**src/rtl/seq_divider_8bit_if.sv**
```systemverilog
// Handshake and result bus for the sequential divider.
// The master drives a divide request; the slave returns status and held results.
interface seq_divider_8bit_if #(
  parameter int WIDTH = 8
);
  logic             start;
  logic [WIDTH-1:0] dividend;
  logic [WIDTH-1:0] divisor;
  logic             busy;
  logic             done;
  logic [WIDTH-1:0] quotient;
  logic [WIDTH-1:0] remainder;
  logic             div_by_zero;

  modport master (
    output start, dividend, divisor,
    input  busy, done, quotient, remainder, div_by_zero
  );

  modport slave (
    input  start, dividend, divisor,
    output busy, done, quotient, remainder, div_by_zero
  );
endinterface

```
**src/rtl/seq_divider_8bit.sv**
```systemverilog
// Unsigned restoring divider: resolves one quotient bit per clock.
// Results are held in dedicated registers that change only when a divide completes.
module seq_divider_8bit #(
  parameter int WIDTH = 8
) (
  input  logic               clk,
  input  logic               rst_n,
  seq_divider_8bit_if.slave  bus
);
  localparam int CW = (WIDTH > 1) ? $clog2(WIDTH) : 1;
  localparam logic [CW-1:0] LAST = CW'(WIDTH - 1);

  typedef enum logic [1:0] {IDLE, RUN, DONE} state_t;

  state_t           state, state_n;
  logic [WIDTH-1:0] r, r_n;
  logic [WIDTH-1:0] q, q_n;
  logic [WIDTH-1:0] d, d_n;
  logic [CW-1:0]    cnt, cnt_n;
  logic [WIDTH-1:0] quo, quo_n;
  logic [WIDTH-1:0] rem, rem_n;
  logic             dbz, dbz_n;
  logic             busy_q, done_q;

  // Shifted partial remainder needs WIDTH+1 bits; the restored/accepted value always
  // fits in WIDTH bits since it stays below the divisor.
  logic [WIDTH:0] rs, t;

  always_comb begin
    state_n = state;
    r_n     = r;
    q_n     = q;
    d_n     = d;
    cnt_n   = cnt;
    quo_n   = quo;
    rem_n   = rem;
    dbz_n   = dbz;
    rs      = {r, q[WIDTH-1]};
    t       = rs - {1'b0, d};

    case (state)
      IDLE, DONE: begin
        if (bus.start) begin
          d_n   = bus.divisor;
          q_n   = bus.dividend;
          r_n   = '0;
          cnt_n = '0;
          if (bus.divisor == '0) begin
            state_n = DONE;
            quo_n   = '1;
            rem_n   = bus.dividend;
            dbz_n   = 1'b1;
          end else begin
            state_n = RUN;
          end
        end else begin
          state_n = IDLE;
        end
      end
      RUN: begin
        // A borrow in the trial subtraction means the divisor did not fit: restore.
        r_n   = t[WIDTH] ? rs[WIDTH-1:0] : t[WIDTH-1:0];
        q_n   = {q[WIDTH-2:0], ~t[WIDTH]};
        cnt_n = cnt + CW'(1);
        if (cnt == LAST) begin
          state_n = DONE;
          quo_n   = q_n;
          rem_n   = r_n;
          dbz_n   = 1'b0;
        end
      end
      default: state_n = IDLE;
    endcase
  end

  always_ff @(posedge clk or negedge rst_n) begin
    if (!rst_n) begin
      state  <= IDLE;
      r      <= '0;
      q      <= '0;
      d      <= '0;
      cnt    <= '0;
      quo    <= '0;
      rem    <= '0;
      dbz    <= 1'b0;
      busy_q <= 1'b0;
      done_q <= 1'b0;
    end else begin
      state  <= state_n;
      r      <= r_n;
      q      <= q_n;
      d      <= d_n;
      cnt    <= cnt_n;
      quo    <= quo_n;
      rem    <= rem_n;
      dbz    <= dbz_n;
      busy_q <= (state_n == RUN);
      done_q <= (state_n == DONE);
    end
  end

  assign bus.busy        = busy_q;
  assign bus.done        = done_q;
  assign bus.quotient    = quo;
  assign bus.remainder   = rem;
  assign bus.div_by_zero = dbz;
endmodule
```
**src/flat_wrapper.sv**
```systemverilog
// flat-port wrapper written by rule: the top's interface ports become plain ports
module seq_divider_8bit_flat 
#(
  parameter int WIDTH = 8
)
  (clk, rst_n, bus_start, bus_dividend, bus_divisor, bus_busy, bus_done, bus_quotient, bus_remainder, bus_div_by_zero);
  seq_divider_8bit_if #(.WIDTH(WIDTH)) bus_i ();
  input  logic clk;
  input  logic rst_n;
  input wire logic [$bits(bus_i.start)-1:0] bus_start;
  input wire logic [$bits(bus_i.dividend)-1:0] bus_dividend;
  input wire logic [$bits(bus_i.divisor)-1:0] bus_divisor;
  output wire logic [$bits(bus_i.busy)-1:0] bus_busy;
  output wire logic [$bits(bus_i.done)-1:0] bus_done;
  output wire logic [$bits(bus_i.quotient)-1:0] bus_quotient;
  output wire logic [$bits(bus_i.remainder)-1:0] bus_remainder;
  output wire logic [$bits(bus_i.div_by_zero)-1:0] bus_div_by_zero;
  assign bus_i.start = bus_start;
  assign bus_i.dividend = bus_dividend;
  assign bus_i.divisor = bus_divisor;
  assign bus_busy = bus_i.busy;
  assign bus_done = bus_i.done;
  assign bus_quotient = bus_i.quotient;
  assign bus_remainder = bus_i.remainder;
  assign bus_div_by_zero = bus_i.div_by_zero;
  seq_divider_8bit #(.WIDTH(WIDTH)) u_core (.clk(clk), .rst_n(rst_n), .bus(bus_i));
endmodule
```
**config.mk**
```make
export PLATFORM = sky130hd
export DESIGN_NAME = seq_divider_8bit_flat
export DESIGN_NICKNAME = d
export VERILOG_FILES = /design/src/rtl/seq_divider_8bit_if.sv /design/src/rtl/seq_divider_8bit.sv /design/src/flat_wrapper.sv
export SDC_FILE = /design/constraint.sdc
export NUM_CORES = 1
export LEC_CHECK = 0
export ABC_AREA = 1
export CAP_MARGIN = 0
export CORE_AREA = 2 2 71 73
export CTS_BUF_LIST = sky130_fd_sc_hd__clkbuf_16
export DETAILED_ROUTE_END_ITERATION = 16
export DIE_AREA = 0 0 73 75
export PLACE_DENSITY = 0.82
export SKIP_LAST_GASP = 1
export SLEW_MARGIN = 20
export SYNTH_ARGS = -nofsm -noshare
export SYNTH_HDL_FRONTEND = slang
export SYNTH_SLANG_ARGS = --single-unit
```
**constraint.sdc**
```tcl
create_clock -name clk -period 3.1 [get_ports clk]
set_input_delay 0.31 -clock clk [delete_from_list [all_inputs] [get_ports clk]]
set_output_delay 0.31 -clock clk [all_outputs]
set_load 0.03 [all_outputs]
```
Word-level counts from Yosys, hierarchy flattened. Cells that the tools add are included.

Add/subtract/negate cells: 2. Eq/ne operators: 8. Mux-type cells: 23. Bitwise gates (word level): 1. Reduce and logical (&&, ||, !) cells: 7.

Operator list (number): 8-bit 2-to-1 mux (9); 8-bit one-hot mux with 2 select lines (4); 9-bit by 8-bit subtractor with 9-bit output (1); 8-bit zero test (1); 2-bit 2-to-1 mux (3); 3-bit one-hot mux with 2 select lines (1); 2-bit by 1-bit == test with 1-bit output, second input constant (2); 2-bit == test, second input constant (2); 2-bit by 1-bit != test with 1-bit output, second input constant (2); 2-bit one-hot mux with 2 select lines (1); 2-bit AND reduction (2); 4-bit AND reduction (1); 3-bit by 1-bit adder with 3-bit output, second input constant (1); 3-bit == test, second input constant (1); 1-bit 2-to-1 mux (3); 3-bit 2-to-1 mux (1); 2-bit zero test (1); 2-bit != test, second input constant (1); 1-bit one-hot mux with 2 select lines (1); 2-bit nonzero test (1); 2-bit OR reduction (1); 1-bit NOT (1).

Register bits after elaboration: 48. Input bits: 19. Output and inout bits: 19. Logic and storage cells: 51.

Longest topological paths before layout.
Depth after elaboration: 5. Depth in mapped cells: 14. Gate-level depth less buffers: 14.

Worst setup path after synthesis. OpenSTA, ideal clock, no wires.

Path kind: reg-to-reg. Start: register u_core.q[7]. End: register u_core.rem[5], in the netlist u_core.bus.remainder[5]. Data arrival time: 1668 ps. Slack: 1314 ps. Stages on the path, launching flop included: 15. Clock period less this slack: 1786 ps. Cell sequence: dfrtp_1 > inv_1 > ha_1 > inv_1 > fa_1 > nand2_1 > nand2_1 > nand3_2 > nand2_2 > nand2_2 > nand2_4 > nand2_1 > nand2_1 > nand3_1 > nand2_1.

Longest elaborated chain between the ends: 4.

Ends and longest elaborated chain: from (decl) (RTL line seq_divider_8bit.sv:17) `logic [WIDTH-1:0] q, q_n;`; from (signal assigned) (RTL line seq_divider_8bit.sv:91) `q <= q_n;`; 9-bit by 8-bit subtractor with 9-bit output (RTL line seq_divider_8bit.sv:39) `t = rs - {1'b0, d};`; 8-bit 2-to-1 mux (RTL line seq_divider_8bit.sv:62) `r_n = t[WIDTH] ? rs[WIDTH-1:0] : t[WIDTH-1:0];`; 8-bit 2-to-1 mux (RTL line seq_divider_8bit.sv:65) `if (cnt == LAST) begin`; 8-bit one-hot mux with 2 select lines (RTL line seq_divider_8bit.sv:41) `case (state)`; to (signal assigned) (RTL line seq_divider_8bit.sv:95) `rem <= rem_n;`; to (decl) (RTL line seq_divider_8bit.sv:21) `logic [WIDTH-1:0] rem, rem_n;`.

Every way passes these cells. The select of a mux whose other input is x is not followed. A chain may end at the register's enable or synchronous reset.

Worst setup path after layout.
Start: register u_core.q[7]. End: register u_core.rem[3], in the netlist u_core.bus.remainder[3].

Same word-level chain as after synthesis.

==> results.txt <==
----------------------------------------------------
[Timing]
  Setup violation total in the final timing report ... 0
  Number of hold violations in the final report ... 0
  Post-route clock skew ... 0.00452 ns
  Slew Viols, Final ... 0
  Slew of the pin with the lowest slew margin ... 0.589 ns
  Minimum clock period after layout ... 2.10 ns
  Worst hold slack ... 0.0317 ns
  Maximum clock frequency ... 477 MHz
  Slew Limit Headroom ... 60.7%
  Unrepaired setup endpoints after global routing ... false
  Setup TNS Final ... 0 ns
  Final Cycle Share ... 67.6%

[Clock network]
  Buffers from clock root to sink, at most ... 2
  Number of buffers created by CTS ... 5
  Cells resized by post-CTS repair ... 0
  Clock-pin slew on the worst setup and hold paths ... 0.06 ns
  Hold-fix buffer count after cts ... 0
  Root buffer cell ... clkbuf_16
  Clk sinks ... 48
  TritonCTS clock tree ... done
  Maximum level of the CTS H-tree ... 2
  Number of buffers inserted to repair setup after CTS ... 0
  Insertion delay to the later sink of the worst-skew pair ... 0.28 ns

[GRT]
  GR Overflow Total ... 0
  Met3 demand-to-capacity share in global routing ... 4.28%
  Met2 Track Usage GR ... 36.0%
  Met1 usage ... 33.9%
  Busiest layer in global routing ... met2
  Vias in the first global route ... 2041
  Global-route wire length before repair ... 9690 microns
  Initial antenna violation count ... 0
  Total Routing Usage GR ... 23.2%
  Maximum number of pins on one net before global-route repair ... 49

[Critical path]
  Critical Path Source Type ... register
  Highest fanout seen on the critical path ... 10
  Endpoint required time on the critical path ... 3.32 ns
  Crit Path Category ... register to register
  Critical path data arrival time ... 2.32 ns
  Endpoint class of the critical path ... register

[Routing]
  Vias after detailed routing ... 2218
  Detailed router's first-iteration violation count ... 226
  Final routed wire length divided by cell count ... 13.3 microns
  Average via count per standard cell ... 5.23
  Drt total wl ... 5650 microns
  DR pass1 iterations ... 5
  Post-detailed-route DRC marker count ... 0
  Antenna Nets Post-Route ... 0

[Die]
  Die Outline Area ... 0.00548 sq mm
  CORE AREA ... 0.00466 sq mm
  Vertical die dimension ... 75 microns
  Starting density of the core ... 57.0%
  Ports placed on the boundary ... 38
  Rows ... 25
  Horizontal die dimension ... 73 microns

[Synthesis]
  Synthesis-stage register bit count ... 48
  Cell count after synthesis ... 336
  Net count of the mapped netlist ... 366
  Syn avg cell area ... 7.91 sq um
  Largest area contributor in the synthesized netlist ... dfrtp_1
  Synth Cell Area ... 0.00266 sq mm
  Library cells used by synthesis ... 32
  Area fraction of the dominant cell type after synthesis ... 45.2%
  Sequential fraction of the synthesis area ... 45.2%
  Top area cells in the synthesized netlist ... dfrtp_1, nand2_1, inv_1, o21ai_0, ha_1
  Number of warning messages in the yosys log ... 0

[Cells and area]
  Final Net Count ... 401
  Register area ... 0.00120 sq mm
  Area taken by multi-input logic gates ... 0.00117 sq mm
  Layout fillers ... 359
  Share of final-layout standard cells stronger than drive strength 1 ... 9.73%
  Area growth from synthesis to layout ... 20.2%
  Number of antenna repair diodes ... 0

[Placed design]
  DP Wirelength ... 3980 microns
  Number of buffer cells added on primary ports ... 37
  Routability Congestion ... 0.817

[Job]
  Max-capacitance violation count ... 0

[Worst hold path]
  Tightest Hold Check Type ... input port to async pin

[Pwr]
  Worst vdd ir ... 0.809 mV
  Pwr/cell area ... 1290 mW/mm^2
  Static power due to leakage ... 0.00170 uW

[Outcome]
  Outcome ... finished clean

----------------------------------------------------
routing by layer:
metal  vias to the layer above  part of all wire (%)
met2                        67                    48
met4                         0                   1.3
li1                       1111                     -
met1                      1032                    46
met5                         -                     0
met3                         8                   4.6
stage by stage:
stage / utilization [%] / total power [uW] / setup slack [ns] / std cells / area (sq um)
2_1_floorplan: - / 2900 / 1.31 / 336 / 2660
3_3_place_gp: 65.1 / 3440 / 1.05 / 418 / 3030
3_5_place_dp: 65.1 / 3490 / 0.935 / 418 / 3030
4_1_cts: 68.4 / 4110 / 1.02 / 424 / 3190
5_1_grt: 68.5 / 4490 / 0.844 / 424 / 3190
6_report: 68.5 / 4100 / 1.00 / 424 / 3190
layout by cell type, fill, tap and decap left out, types with 2 or more instances in the layout:
| cell | synthesis | final |
|---|---|---|
| inv_1 | 55 | 55 |
| nand2_2 | 7 | 7 |
| nor2_2 | 3 | 3 |
| a21oi_1 | 4 | 4 |
| inv_2 | 3 | 3 |
| o22ai_1 | 2 | 2 |
| nor2_1 | 13 | 13 |
| nand3_2 | 4 | 4 |
| clkbuf_16 | 0 | 5 |
| xor2_1 | 3 | 3 |
| dfrtp_1 | 48 | 48 |
| nor2_4 | 2 | 2 |
| nand2_4 | 4 | 4 |
| buf_4 | 1 | 2 |
| ha_1 | 10 | 10 |
| or2_2 | 3 | 3 |
| nand3_1 | 20 | 20 |
| nand2_1 | 99 | 99 |
| o21ai_0 | 35 | 35 |
| clkdlybuf4s50_1 | 0 | 36 |
| a22o_1 | 2 | 2 |
logic make-up after synthesis:
| logic type | Yosys count | share of synthesized area (%) |
|---|---|---|
| AO/OA/AOI/OAI | 48 | 10.1 |
| XOR/XNOR | 3 | 0.989 |
| adder cells (fa/ha/maj) | 11 | 5.46 |
| buffers and inverters | 68 | 10.6 |
| flip-flops | 48 | 45.2 |
| AND/OR/NAND/NOR | 158 | 27.7 |
power by group:
part / internal [uW] / leakage, uW / total (uW) / switching (uW)
registers: 931 / 0.000586 / 1110 / 183
logic: 856 / 0.00104 / 2410 / 1550
clock network: 371 / 0.0000757 / 585 / 213
total: 2160 / 0.00170 / 4100 / 1950
final timing paths:
kind                                      endpoint         from  cells past startpoint  slack (ns)
setup / recovery           u_core.bus.remainder[3]  u_core.q[7]                     13        1.00
hold / removal                         u_core.d[3]        rst_n                      1        0.03
setup reg to reg           u_core.bus.remainder[3]  u_core.q[7]                     13        1.00
hold reg to reg                        u_core.d[4]  u_core.d[4]                      2        0.49
max in group asynchronous              u_core.r[0]        rst_n                      1        2.67
min in group clk                       u_core.d[4]  u_core.d[4]                      2        0.49
critical path, cell delays in order (launching register included):
cell and delay [ns]:
dfrtp_1 0.41, inv_1 0.08, ha_1 0.15, inv_1 0.06, fa_1 0.42, nand2_1 0.08
nand2_1 0.06, nand3_2 0.09, nand3_1 0.12, nand2_4 0.18, nand2_2 0.06, nand2_1 0.11
nand3_1 0.11, nand2_1 0.09
layout make-up:
class | count | share of cell area [%]
clock inverters | 1 | 0.941
multi-input cells | 220 | 36.8
clock buffers | 5 | 3.92
inverters | 58 | 6.82
well taps | 54 | 2.12
flip-flops and latches | 48 | 37.6
repair buffers | 38 | 11.8
registers in the layout (all words and copies together) (netlist names):
register,count
u_core.r,8
u_core.cnt,3
u_core.d,8
u_core.bus.done,1
u_core.bus.quotient,8
u_core.bus.busy,1
u_core.bus.div_by_zero,1
u_core.state,2
u_core.q,8
u_core.bus.remainder,8
Yosys cell counts:
cell       n
o21ai_0   35
nand3_1   20
buf_1      1
a31oi_1    1
a21oi_1    4
inv_2      3
inv_1     55
o221ai_1   1
a21oi_4    1
or2_0      1
nand2_2    7
ha_1      10
dfrtp_1   48
a22o_1     2
o21ai_1    1
xor2_1     3
buf_6      2
buf_4      1
nand2_1   99
nor2_4     2
nand4_1    1
nand3_2    4
nor2_1    13
or2_2      3
nand2_4    4
o211ai_1   1
clkbuf_1   1
buf_2      5
o22ai_1    2
nand4_2    1
nor2_2     3
fa_1       1
Power figures use the tool's default switching activity.
